## src/rtl/adc_spi_responder.sv

```systemverilog
`timescale 1ns/1ps
// adc_spi_responder
//   SPI responder for the fast-ADC configuration register map. Each frame is
//   16 bits, MSB first: {rw, addr[6:0], data[7:0]}. SCK/CS/SDI are
//   oversampled on clk through 2-flop synchronizers. Decoded register
//   fields drive the data-format, sleep and test-pattern outputs directly.
//
// Ports
//   clk        system clock
//   rst        asynchronous active-low reset
//   sck_in     SPI clock (mode 0, idle low)
//   cs_in      chip select, active-low
//   sdi_in     serial data from the initiator
//   sdo_out    serial read data (0 whenever sdo_oe is 0)
//   sdo_oe     high while read data is being driven
//   fmt_twos   reg1[5], two's-complement output format
//   sleep      reg1[4], sleep request
//   tp_en      reg2[2], test pattern enable
//   tp_pattern {reg3, reg4}
//   wr_strobe  one-cycle pulse per committed write
//   wr_addr    address of the last committed write
//   wr_data    data of the last committed write
//   frame_err  one-cycle pulse on an aborted or overlong frame
module adc_spi_responder #(
  parameter int NUM_REGS      = 5,
  parameter int TRANSFER_SIZE = 16
) (
  input  logic        clk,
  input  logic        rst,
  input  logic        sck_in,
  input  logic        cs_in,
  input  logic        sdi_in,
  output logic        sdo_out,
  output logic        sdo_oe,
  output logic        fmt_twos,
  output logic        sleep,
  output logic        tp_en,
  output logic [15:0] tp_pattern,
  output logic        wr_strobe,
  output logic [6:0]  wr_addr,
  output logic [7:0]  wr_data,
  output logic        frame_err
);

  localparam int CNT_W = $clog2(TRANSFER_SIZE);
  localparam logic [CNT_W-1:0] LAST_BIT = CNT_W'(TRANSFER_SIZE - 1);
  localparam logic [CNT_W-1:0] CMD_LAST = CNT_W'(7);
  localparam logic [6:0]       NREGS_A  = 7'(NUM_REGS);

  typedef enum logic [1:0] {S_IDLE, S_CMD, S_DATA, S_DONE} state_t;

  // Synchronizers
  logic sck_meta_q, sck_s_q, sck_d1_q;
  logic cs_meta_q, cs_s_q;
  logic sdi_meta_q, sdi_s_q;

  // Frame state
  state_t            state_q, state_d;
  logic [CNT_W-1:0]  bitcnt_q, bitcnt_d;
  logic [7:0]        shift_q, shift_d;
  logic              rw_q, rw_d;
  logic [6:0]        addr_q, addr_d;
  logic [7:0]        rd_shift_q, rd_shift_d;
  logic              sdo_q, sdo_d;
  logic              sdo_oe_q, sdo_oe_d;
  logic              overrun_q, overrun_d;

  // Register file and write reporting
  logic [NUM_REGS-1:0][7:0] regs_q, regs_d;
  logic              wr_strobe_q, wr_strobe_d;
  logic [6:0]        wr_addr_q, wr_addr_d;
  logic [7:0]        wr_data_q, wr_data_d;
  logic              frame_err_q, frame_err_d;

  logic       sck_rise, sck_fall;
  logic [6:0] cmd_addr;
  logic [7:0] rd_byte;
  logic [7:0] wr_byte;
  logic       commit;

  assign sck_rise = sck_s_q & ~sck_d1_q;
  assign sck_fall = ~sck_s_q & sck_d1_q;

  // Command byte as it stands after the current (8th) rise
  assign cmd_addr = {shift_q[5:0], sdi_s_q};
  // Data byte as it stands after the current (16th) rise
  assign wr_byte  = {shift_q[6:0], sdi_s_q};

  // Read mux; out-of-range addresses read as zero, reg0 is never written
  always_comb begin
    rd_byte = 8'h00;
    for (int i = 0; i < NUM_REGS; i++) begin
      if (cmd_addr == 7'(i)) begin
        rd_byte = regs_q[i];
      end
    end
  end

  // CS synchronizer resets to the deasserted level so that leaving reset
  // does not look like a frame start followed by an abort.
  always_ff @(posedge clk or negedge rst) begin
    if (!rst) begin
      sck_meta_q <= 1'b0;
      sck_s_q    <= 1'b0;
      sck_d1_q   <= 1'b0;
      cs_meta_q  <= 1'b1;
      cs_s_q     <= 1'b1;
      sdi_meta_q <= 1'b0;
      sdi_s_q    <= 1'b0;
    end else begin
      sck_meta_q <= sck_in;
      sck_s_q    <= sck_meta_q;
      sck_d1_q   <= sck_s_q;
      cs_meta_q  <= cs_in;
      cs_s_q     <= cs_meta_q;
      sdi_meta_q <= sdi_in;
      sdi_s_q    <= sdi_meta_q;
    end
  end

  // State register
  always_ff @(posedge clk or negedge rst) begin
    if (!rst) begin
      state_q <= S_IDLE;
    end else begin
      state_q <= state_d;
    end
  end

  // Next-state logic; CS deassertion takes priority over a coincident SCK rise
  always_comb begin
    state_d = state_q;
    case (state_q)
      S_IDLE: if (!cs_s_q) state_d = S_CMD;
      S_CMD: begin
        if (cs_s_q) state_d = S_IDLE;
        else if (sck_rise && bitcnt_q == CMD_LAST) state_d = S_DATA;
      end
      S_DATA: begin
        if (cs_s_q) state_d = S_IDLE;
        else if (sck_rise && bitcnt_q == LAST_BIT) state_d = S_DONE;
      end
      S_DONE: if (cs_s_q) state_d = S_IDLE;
      default: state_d = S_IDLE;
    endcase
  end

  // Datapath / output logic
  always_comb begin
    bitcnt_d    = bitcnt_q;
    shift_d     = shift_q;
    rw_d        = rw_q;
    addr_d      = addr_q;
    rd_shift_d  = rd_shift_q;
    sdo_d       = sdo_q;
    sdo_oe_d    = sdo_oe_q;
    overrun_d   = overrun_q;
    regs_d      = regs_q;
    wr_strobe_d = 1'b0;
    wr_addr_d   = wr_addr_q;
    wr_data_d   = wr_data_q;
    frame_err_d = 1'b0;
    commit      = 1'b0;

    case (state_q)
      S_IDLE: begin
        bitcnt_d  = '0;
        overrun_d = 1'b0;
        sdo_d     = 1'b0;
        sdo_oe_d  = 1'b0;
      end
      S_CMD: begin
        if (cs_s_q) begin
          frame_err_d = 1'b1;
        end else if (sck_rise) begin
          shift_d  = wr_byte;
          bitcnt_d = bitcnt_q + 1'b1;
          if (bitcnt_q == CMD_LAST) begin
            rw_d       = shift_q[6];
            addr_d     = cmd_addr;
            rd_shift_d = shift_q[6] ? rd_byte : 8'h00;
          end
        end
      end
      S_DATA: begin
        if (cs_s_q) begin
          frame_err_d = 1'b1;
          sdo_d       = 1'b0;
          sdo_oe_d    = 1'b0;
        end else if (sck_rise) begin
          shift_d  = wr_byte;
          bitcnt_d = bitcnt_q + 1'b1;
          if (bitcnt_q == LAST_BIT && !rw_q) begin
            commit = 1'b1;
          end
        end else if (sck_fall && rw_q) begin
          // Mode 0: the initiator samples on the next rise
          sdo_d      = rd_shift_q[7];
          sdo_oe_d   = 1'b1;
          rd_shift_d = {rd_shift_q[6:0], 1'b0};
        end
      end
      S_DONE: begin
        if (cs_s_q) begin
          frame_err_d = overrun_q;
          sdo_d       = 1'b0;
          sdo_oe_d    = 1'b0;
        end else if (sck_rise) begin
          overrun_d = 1'b1;
        end
      end
      default: ;
    endcase

    // Write commit: addr 0 is a control address (bit 7 = soft reset)
    if (commit && addr_q < NREGS_A) begin
      wr_strobe_d = 1'b1;
      wr_addr_d   = addr_q;
      wr_data_d   = wr_byte;
      if (addr_q == 7'd0) begin
        if (wr_byte[7]) regs_d = '0;
      end else begin
        for (int i = 1; i < NUM_REGS; i++) begin
          if (addr_q == 7'(i)) regs_d[i] = wr_byte;
        end
      end
    end
  end

  always_ff @(posedge clk or negedge rst) begin
    if (!rst) begin
      bitcnt_q    <= '0;
      shift_q     <= '0;
      rw_q        <= 1'b0;
      addr_q      <= '0;
      rd_shift_q  <= '0;
      sdo_q       <= 1'b0;
      sdo_oe_q    <= 1'b0;
      overrun_q   <= 1'b0;
      regs_q      <= '0;
      wr_strobe_q <= 1'b0;
      wr_addr_q   <= '0;
      wr_data_q   <= '0;
      frame_err_q <= 1'b0;
    end else begin
      bitcnt_q    <= bitcnt_d;
      shift_q     <= shift_d;
      rw_q        <= rw_d;
      addr_q      <= addr_d;
      rd_shift_q  <= rd_shift_d;
      sdo_q       <= sdo_d;
      sdo_oe_q    <= sdo_oe_d;
      overrun_q   <= overrun_d;
      regs_q      <= regs_d;
      wr_strobe_q <= wr_strobe_d;
      wr_addr_q   <= wr_addr_d;
      wr_data_q   <= wr_data_d;
      frame_err_q <= frame_err_d;
    end
  end

  assign sdo_out    = sdo_q & sdo_oe_q;
  assign sdo_oe     = sdo_oe_q;
  assign fmt_twos   = regs_q[1][5];
  assign sleep      = regs_q[1][4];
  assign tp_en      = regs_q[2][2];
  assign tp_pattern = {regs_q[3], regs_q[4]};
  assign wr_strobe  = wr_strobe_q;
  assign wr_addr    = wr_addr_q;
  assign wr_data    = wr_data_q;
  assign frame_err  = frame_err_q;

endmodule
```

## config.mk

```make
export PLATFORM = sky130hd
export DESIGN_NAME = adc_spi_responder
export DESIGN_NICKNAME = d
export VERILOG_FILES = /design/src/rtl/adc_spi_responder.sv
export SDC_FILE = /design/constraint.sdc
export NUM_CORES = 1
export LEC_CHECK = 0
export CAP_MARGIN = 0
export CORE_ASPECT_RATIO = 0.5
export CORE_UTILIZATION = 46
export DETAILED_ROUTE_END_ITERATION = 8
export PLACE_DENSITY_LB_ADDON = 0.05
export SYNTH_ARGS = -nofsm -noshare
export SYNTH_HDL_FRONTEND = slang
export SYNTH_SLANG_ARGS = --single-unit
```

## constraint.sdc

```tcl
create_clock -name clk -period 4.2 [get_ports clk]
set_input_delay 0.84 -clock clk [delete_from_list [all_inputs] [get_ports clk]]
set_output_delay 0.84 -clock clk [all_outputs]
set_load 0.05 [all_outputs]
```

==> results by group, run 1 <==
Floorplanning
  – Die Y: 69.5 um
  – Area of the core: 8770 sq um
  – Initial core utilization: a little under half
  – Ports: 43
  – Site Rows: 24
  – Die area: 9530 sq um
  – Die Wd: 137 um

Timing
  – Final Hold Viols: 0
  – Final worst slack: 1.10 ns
  – Endpoints failing setup: 0
  – Fin. max-slew vios: 0
  – Clock Skew: about 0.0065 ns
  – Relative slew slack: 43.9%
  – RSZ-0062 raised after global routing: no
  – Final worst path period need: 3.10 ns
  – Least-Margin Pin Slew: 0.834 ns
  – Peak Freq: 0.323 GHz
  – Period utilization: 73.8%
  – Setup TNS Final: 0 ns

Run status
  – Status: completed

Power and ir drop
  – Worst ir drop on vdd: 0.000283 V
  – Static Leak: roughly 2.2 nW
  – Pwr dens: 437 nW/um^2

Run
  – Maxcap violations: 0

Route
  – Post-DRT Antenna Nets: 0
  – Vias per Instance: 5.63
  – 1st-iter DRT viols: 144
  – 1st-pass router iterations: 4
  – Vias: roughly 2700
  – DRC violations left: 0
  – WL/cell: between 15 and 20 um
  – Routed wire length: roughly 9 mm

Worst setup path
  – Slowest-stage cell, CP: a21oi_2
  – Setup Crit Path Kind: register to register
  – Critical Path Max Stage Delay: about 0.62 ns
  – Type of element launching the critical path: register
  – Max FO, Critical Path: 15
  – CP required: 4.41 ns
  – CP delay by family, top: simple AND/OR/NAND/NOR gates
  – CP arrival: about 3.3 ns
  – CP Cell Sequence: inv_1 -> ha_1 -> or3b_2 -> or4_4 -> a21oi_2 -> mux2_2
  – CP Buf/Inv Count: 1
  – Setup crit end kind: register

Global routing
  – Tot GR Track Use: 20.5%
  – Largest net degree at the start of global routing: between 60 and 70
  – Vias in the first global route: 2734
  – Number of antenna violations at the first check in global routing: 0
  – First-pass GRT wire length: 14.7 mm
  – Remaining Overflow, GRT: 0

Placement
  – Dpl ws: 1.14 ns
  – Placed cell area: 4560 sq um
  – HPWL Detailed: 6.11 mm
  – Cells after DPL: 463
  – RePlAce Congestion: 0.747
  – Port bufs: 42

Yosys
  – Post-synth EDFFs: 0
  – Syn. warnings: 0
  – Sequential fraction of the synthesis area: between 50 and 60%
  – Synth Instances: 336
  – Mapped Area: 4190 sq um
  – Syn Nets: 346
  – Syn Area/Cell: 12.5 sq um
  – Post-synthesis cell type count: 43
  – #FFs+latches synth: 88
  – Main flop type after synthesis: dfrtp_1
  – Async SR Flop Fraction: 100%

Layout
  – Post-route cell area: 4860 sq um
  – Antenna cell count: 0
  – Fin cells: roughly 480
  – Area delta synth->final: 15.9%
  – Final nets: 367
  – Fin util: a little under three fifths
  – Share of layout cells above drive strength 1: 26.5%
  – Fillers: 747

Clock tree
  – CTS tree: done
  – # H-tree levels: 3
  – Post-CTS Hold Buffers: 0
  – Clock-pin slew on the worst setup and hold paths: 0.06 ns
  – Maximum root-to-sink buffer count: 2
  – Clock latency on the worst-skew pair: about 0.33 ns
  – CTS resizes: 0
  – # clock sinks: 88
  – Post-CTS Setup Inserts: 0
  – CTS buffer count: 9
  – Clock root buffer: clkbuf_16

Hold path
  – Min-delay worst type: register to register
-- sequential cells by signal, summed over array words and instances, names as in the netlist, 2 cells and up --
register,cells
rd_shift_q,8
shift_q,7
regs_q,13
addr_q,7
wr_data,8
bitcnt_q,4
state_q,2
wr_addr,7
tp_pattern,16
-- final cells by class --
cell class	count	area (sq um)	area share (%)
repair buffers	43	425	8.75
clock inverters	5	56.3	1.16
inverters	7	26.3	0.540
multi-input cells	208	1760	36.2
well taps	117	146	3.01
clock buffers	11	243	4.99
flip-flops and latches	88	2200	45.3
-- report_power, final --
| part | leakage (nW) | internal, mW | switching, mW |
|---|---|---|---|
| sequential | 1.20 | 0.898 | 0.0860 |
| combinational | 0.899 | 0.130 | 0.216 |
| clock | 0.145 | 0.476 | 0.319 |
-- placed cells by master, fill, tap and decap left out, drive strengths merged, types with 3 or more instances in the layout --
cell           netlist  layout
nand3                9       9
nor2                 5       5
clkdlybuf4s50        0      41
ha                   5       5
nor3                 4       4
o221ai               7       7
o21ai               18      18
clkinv               1       4
a22o                13      13
and2                11      11
nand2               13      13
inv                  6       6
or3b                 3       3
nor2b                6       6
a21oi               12      12
dfrtp               86      86
mux2                65      65
nor4                 4       4
mux2i                9       9
or3                  4       4
nor3b                3       3
clkbuf              12      11
or4                  5       5
-- metal layers --
layer / part of all wire (%) / track usage (%) / up-vias / wire [um]
met5: 0 / 0 / - / 0
met4: 0.66 / 4.40 / 0 / 59
li1: - / - / 1245 / -
met3: 4.2 / 4.97 / 6 / 375
met2: 44 / 29.1 / 54 / 3980
met1: 51 / 31.7 / 1390 / 4570
-- cells by family after synthesis --
group,Yosys count,synth area share (%)
flops,88,52.6
compound gates,56,8.95
buf+inv,40,5.46
simple gates,73,11.2
fa+ha+maj,5,1.49
mux,74,20.3
-- per-stage QoR --
step                total power, mW  hold slack (ns)
finish                         2.13            0.348
global route                   2.22            0.359
CTS                            2.15            0.350
detailed placement             1.35            0.336
global placement               1.33            0.334
floorplan                      1.22            0.331
-- synth_stat cells (all sizes together), types with 3 or more instances --
library cell | number | area [sq um]
a21oi | 12 | 63.8
a22o | 13 | 114
and2 | 11 | 68.8
buf | 21 | 158
clkbuf | 12 | 45.0
dfrtp | 86 | 2150
ha | 5 | 62.6
inv | 6 | 22.5
mux2 | 65 | 762
mux2i | 9 | 90.1
nand2 | 13 | 48.8
nand3 | 9 | 45.0
nor2 | 5 | 18.8
nor2b | 6 | 37.5
nor3 | 4 | 31.3
nor3b | 3 | 22.5
nor4 | 4 | 55.1
o21ai | 18 | 90.1
o221ai | 7 | 61.3
or3 | 4 | 26.3
or3b | 3 | 26.3
or4 | 5 | 45.0
-- path summary, 6_finish.rpt --
check / startpoint / to / slack [ns] / cells after the start
setup / recovery: state_q[0] / wr_addr[2] / 1.10 / 6
hold / removal: sdi_meta_q / sdi_s_q / 0.35 / 0
setup reg to reg: state_q[0] / wr_addr[2] / 1.10 / 6
hold reg to reg: sdi_meta_q / sdi_s_q / 0.35 / 0
max in group asynchronous: rst / addr_q[1] / 2.75 / 2
min in group asynchronous: rst / sck_meta_q / 0.59 / 1
No activity file was read; power rests on OpenSTA's default activity.
==> inputs of run 2 (changes only) <==
clock period = 3.01 ns   (was 4.2 ns; I/O delays follow)
==> results by group, run 2 (same netlist as run 1, synthesis figures left out) <==
Worst setup path
  – Setup crit end kind: register
  – Critical Path Max Stage Delay: 0.61 ns (about the same)
  – Setup Crit Path Kind: register to register
  – Type of element launching the critical path: register
  – CP Cell Sequence: inv_1 -> ha_1 -> or3b_2 -> or4_4 -> or3_1 -> mux2_4
  – CP arrival: 2.98 ns (-0.33 ns)
  – Slowest-stage cell, CP: or3_1
  – CP required: 3.23 ns (-1.18 ns)
  – Max FO, Critical Path: 8 (-7)

Power and ir drop
  – P_sw: 0.891 mW (+44%)
  – Pwr dens: 621 nW/um^2 (+42%)
  – Sw Share: 29.0% (-0.19 points)
  – Seq pwr share: 44.3% (-2.0 points)
  – Worst ir drop on vdd: 0.000317 V (+12%)
  – Static Leak: 2.29 nW (+2.0%)
  – Combinational Power Share: 16.9% (+0.6 points)
  – Clk pwr share: 38.8% (+1.4 points)
  – Int Pwr: 2.18 mW (+45%)

Clock tree
  – Post-CTS Setup Inserts: 0 (unchanged)
  – Maximum root-to-sink buffer count: 2 (unchanged)
  – Clock-pin slew on the worst setup and hold paths: 0.06 ns (about the same)
  – Clock latency on the worst-skew pair: 0.34 ns (about the same)
  – # clock sinks: 88 (unchanged)
  – # H-tree levels: 3 (unchanged)
  – CTS tree: done
  – Post-CTS Hold Buffers: 0 (unchanged)
  – Clock root buffer: clkbuf_16
  – CTS buffer count: 9 (unchanged)
  – CTS resizes: 0 (unchanged)

Global routing
  – Number of antenna violations at the first check in global routing: 0 (unchanged)
  – First-pass GRT wire length: 14.8 mm (+0.33%)
  – Remaining Overflow, GRT: 0 (unchanged)
  – Vias in the first global route: 2748 (+0.51%)
  – Tot GR Track Use: 20.9% (+0.37 points)
  – Largest net degree at the start of global routing: 73 (+16%)

Timing
  – Final worst slack: 0.250 ns (-0.851 ns)
  – Least-Margin Pin Slew: 0.800 ns (-0.0340 ns)
  – Relative slew slack: 46.5% (+2.7 points)
  – RSZ-0062 raised after global routing: no
  – Peak Freq: 0.362 GHz (+12%)
  – Endpoints failing setup: 0 (unchanged)
  – Fin. max-slew vios: 0 (unchanged)
  – Final Hold Viols: 0 (unchanged)
  – Setup TNS Final: 0 ns (unchanged)
  – Clock Skew: 0.00644 ns (-0.0000671 ns)
  – Period utilization: 91.7% (+18 points)
  – Final worst path period need: 2.76 ns (-0.339 ns)

Floorplanning
  – Area of the core: 8770 sq um (unchanged)
  – Ports: 43 (unchanged)
  – Site Rows: 24 (unchanged)
  – Initial core utilization: 47.8% (unchanged)
  – Die area: 9530 sq um (unchanged)
  – Die Y: 69.5 um (unchanged)
  – Die Wd: 137 um (unchanged)

Layout
  – Storage cell area: 2200 sq um (unchanged)
  – Most common cell after layout, fill and taps aside: dfrtp_1
  – Share of layout cells above drive strength 1: 27.7% (+1.2 points)
  – Multi-input logic area: 1760 sq um (unchanged)
  – Most frequent cells in the layout: dfrtp_1, mux2_2, clkdlybuf4s50_1, o21ai_0
  – Fin cells: 485 (+1.3%)
  – Antenna cell count: 0 (unchanged)
  – Fillers: 712 (-4.7%)
  – Final nets: 373 (+1.6%)
  – Area delta synth->final: 17.9%
  – Max FFs per register: 16 (unchanged)

Hold path
  – Min-delay worst type: primary input to asynchronous set/reset pin

Route
  – Vias: 2705 (+0.37%)
  – Vias per Instance: 5.58 (-0.87%)
  – 1st-pass router iterations: 4 (unchanged)
  – Routed wire length: 9.03 mm (+0.55%)
  – DRC violations left: 0 (unchanged)
  – 1st-iter DRT viols: 115 (-20%)
  – Post-DRT Antenna Nets: 0 (unchanged)
  – WL/cell: 18.6 um (-0.70%)

Placement
  – Cells after DPL: 469 (+1.3%)
  – RePlAce Congestion: 0.751 (+0.48%)
  – Dpl ws: 0.275 ns (-0.868 ns)
  – Port bufs: 42 (unchanged)
  – HPWL Detailed: 6.33 mm (+3.5%)

Run status
  – Status: completed

Run
  – Maxcap violations: 0 (unchanged)
run 2: changes by cell type in the layout (fill, tap and decap cells not counted):
cell,change
bufinv_16,+1
clkinv_2,-2
buf_12,+1
clkinv_4,+2
buf_4,+5
clkbuf_8,-1
run 2: per-layer routing:
layer  up-vias  track usage (%)  share of wire, %
met5         -                0                 0
met4         0             5.13              0.66
met3         4             5.63               4.9
met2        69             30.8                44
met1      1372             30.6                50
li1       1260                -                 -
run 2: final cells by class:
cell class,count,area share (%)
tap,117,2.96
clock buffer,10,4.63
multi-input combinational,208,35.6
inverter,7,0.532
clock inverter,6,1.90
timing repair buffer,49,9.77
sequential,88,44.6
run 2: worst max-delay path, delay by kind of cell (launching register included):
| family | cells | cell delay (ns) |
|---|---|---|
| simple gates | 3 | 1.57 |
| flops | 1 | 0.41 |
| mux | 1 | 0.38 |
| fa+ha+maj | 1 | 0.17 |
| buf+inv | 1 | 0.11 |
run 2: through the flow:
step	instance area, sq um	power [mW]	util [%]	hold slack, ns
after floorplan	4190	1.70	-	0.306
after global placement	4620	1.87	52.7	0.332
after CTS	4940	3.10	56.4	0.126
after detailed placement	4620	1.90	52.7	0.335
after global routing	4940	3.22	56.4	0.132
final	4940	3.07	56.4	0.134
run 2: worst paths after layout:
| check | slack (ns) | startpoint | to | cells after the start |
|---|---|---|---|---|
| worst max-delay path | 0.25 | state_q[0] | tp_pattern[15] | 6 |
| min in group clk | 0.35 | sdi_meta_q | sdi_s_q | 0 |
| worst min register to register | 0.35 | sdi_meta_q | sdi_s_q | 0 |
| max in group asynchronous | 2.24 | rst | regs_q[15] | 2 |
| worst min-delay path | 0.13 | rst | bitcnt_q[3] | 1 |
| worst max register to register | 0.25 | state_q[0] | tp_pattern[15] | 6 |
run 2: power groups by stage:
| stage | Clock, mW | Sequential [mW] | Combinational (mW) |
|---|---|---|---|
| floorplan | 0 | 1.36 | 0.340 |
| global placement | 0 | 1.38 | 0.494 |
| detailed placement | 0 | 1.38 | 0.514 |
| CTS | 1.22 | 1.36 | 0.515 |
| global route | 1.28 | 1.38 | 0.568 |
| finish | 1.19 | 1.36 | 0.518 |
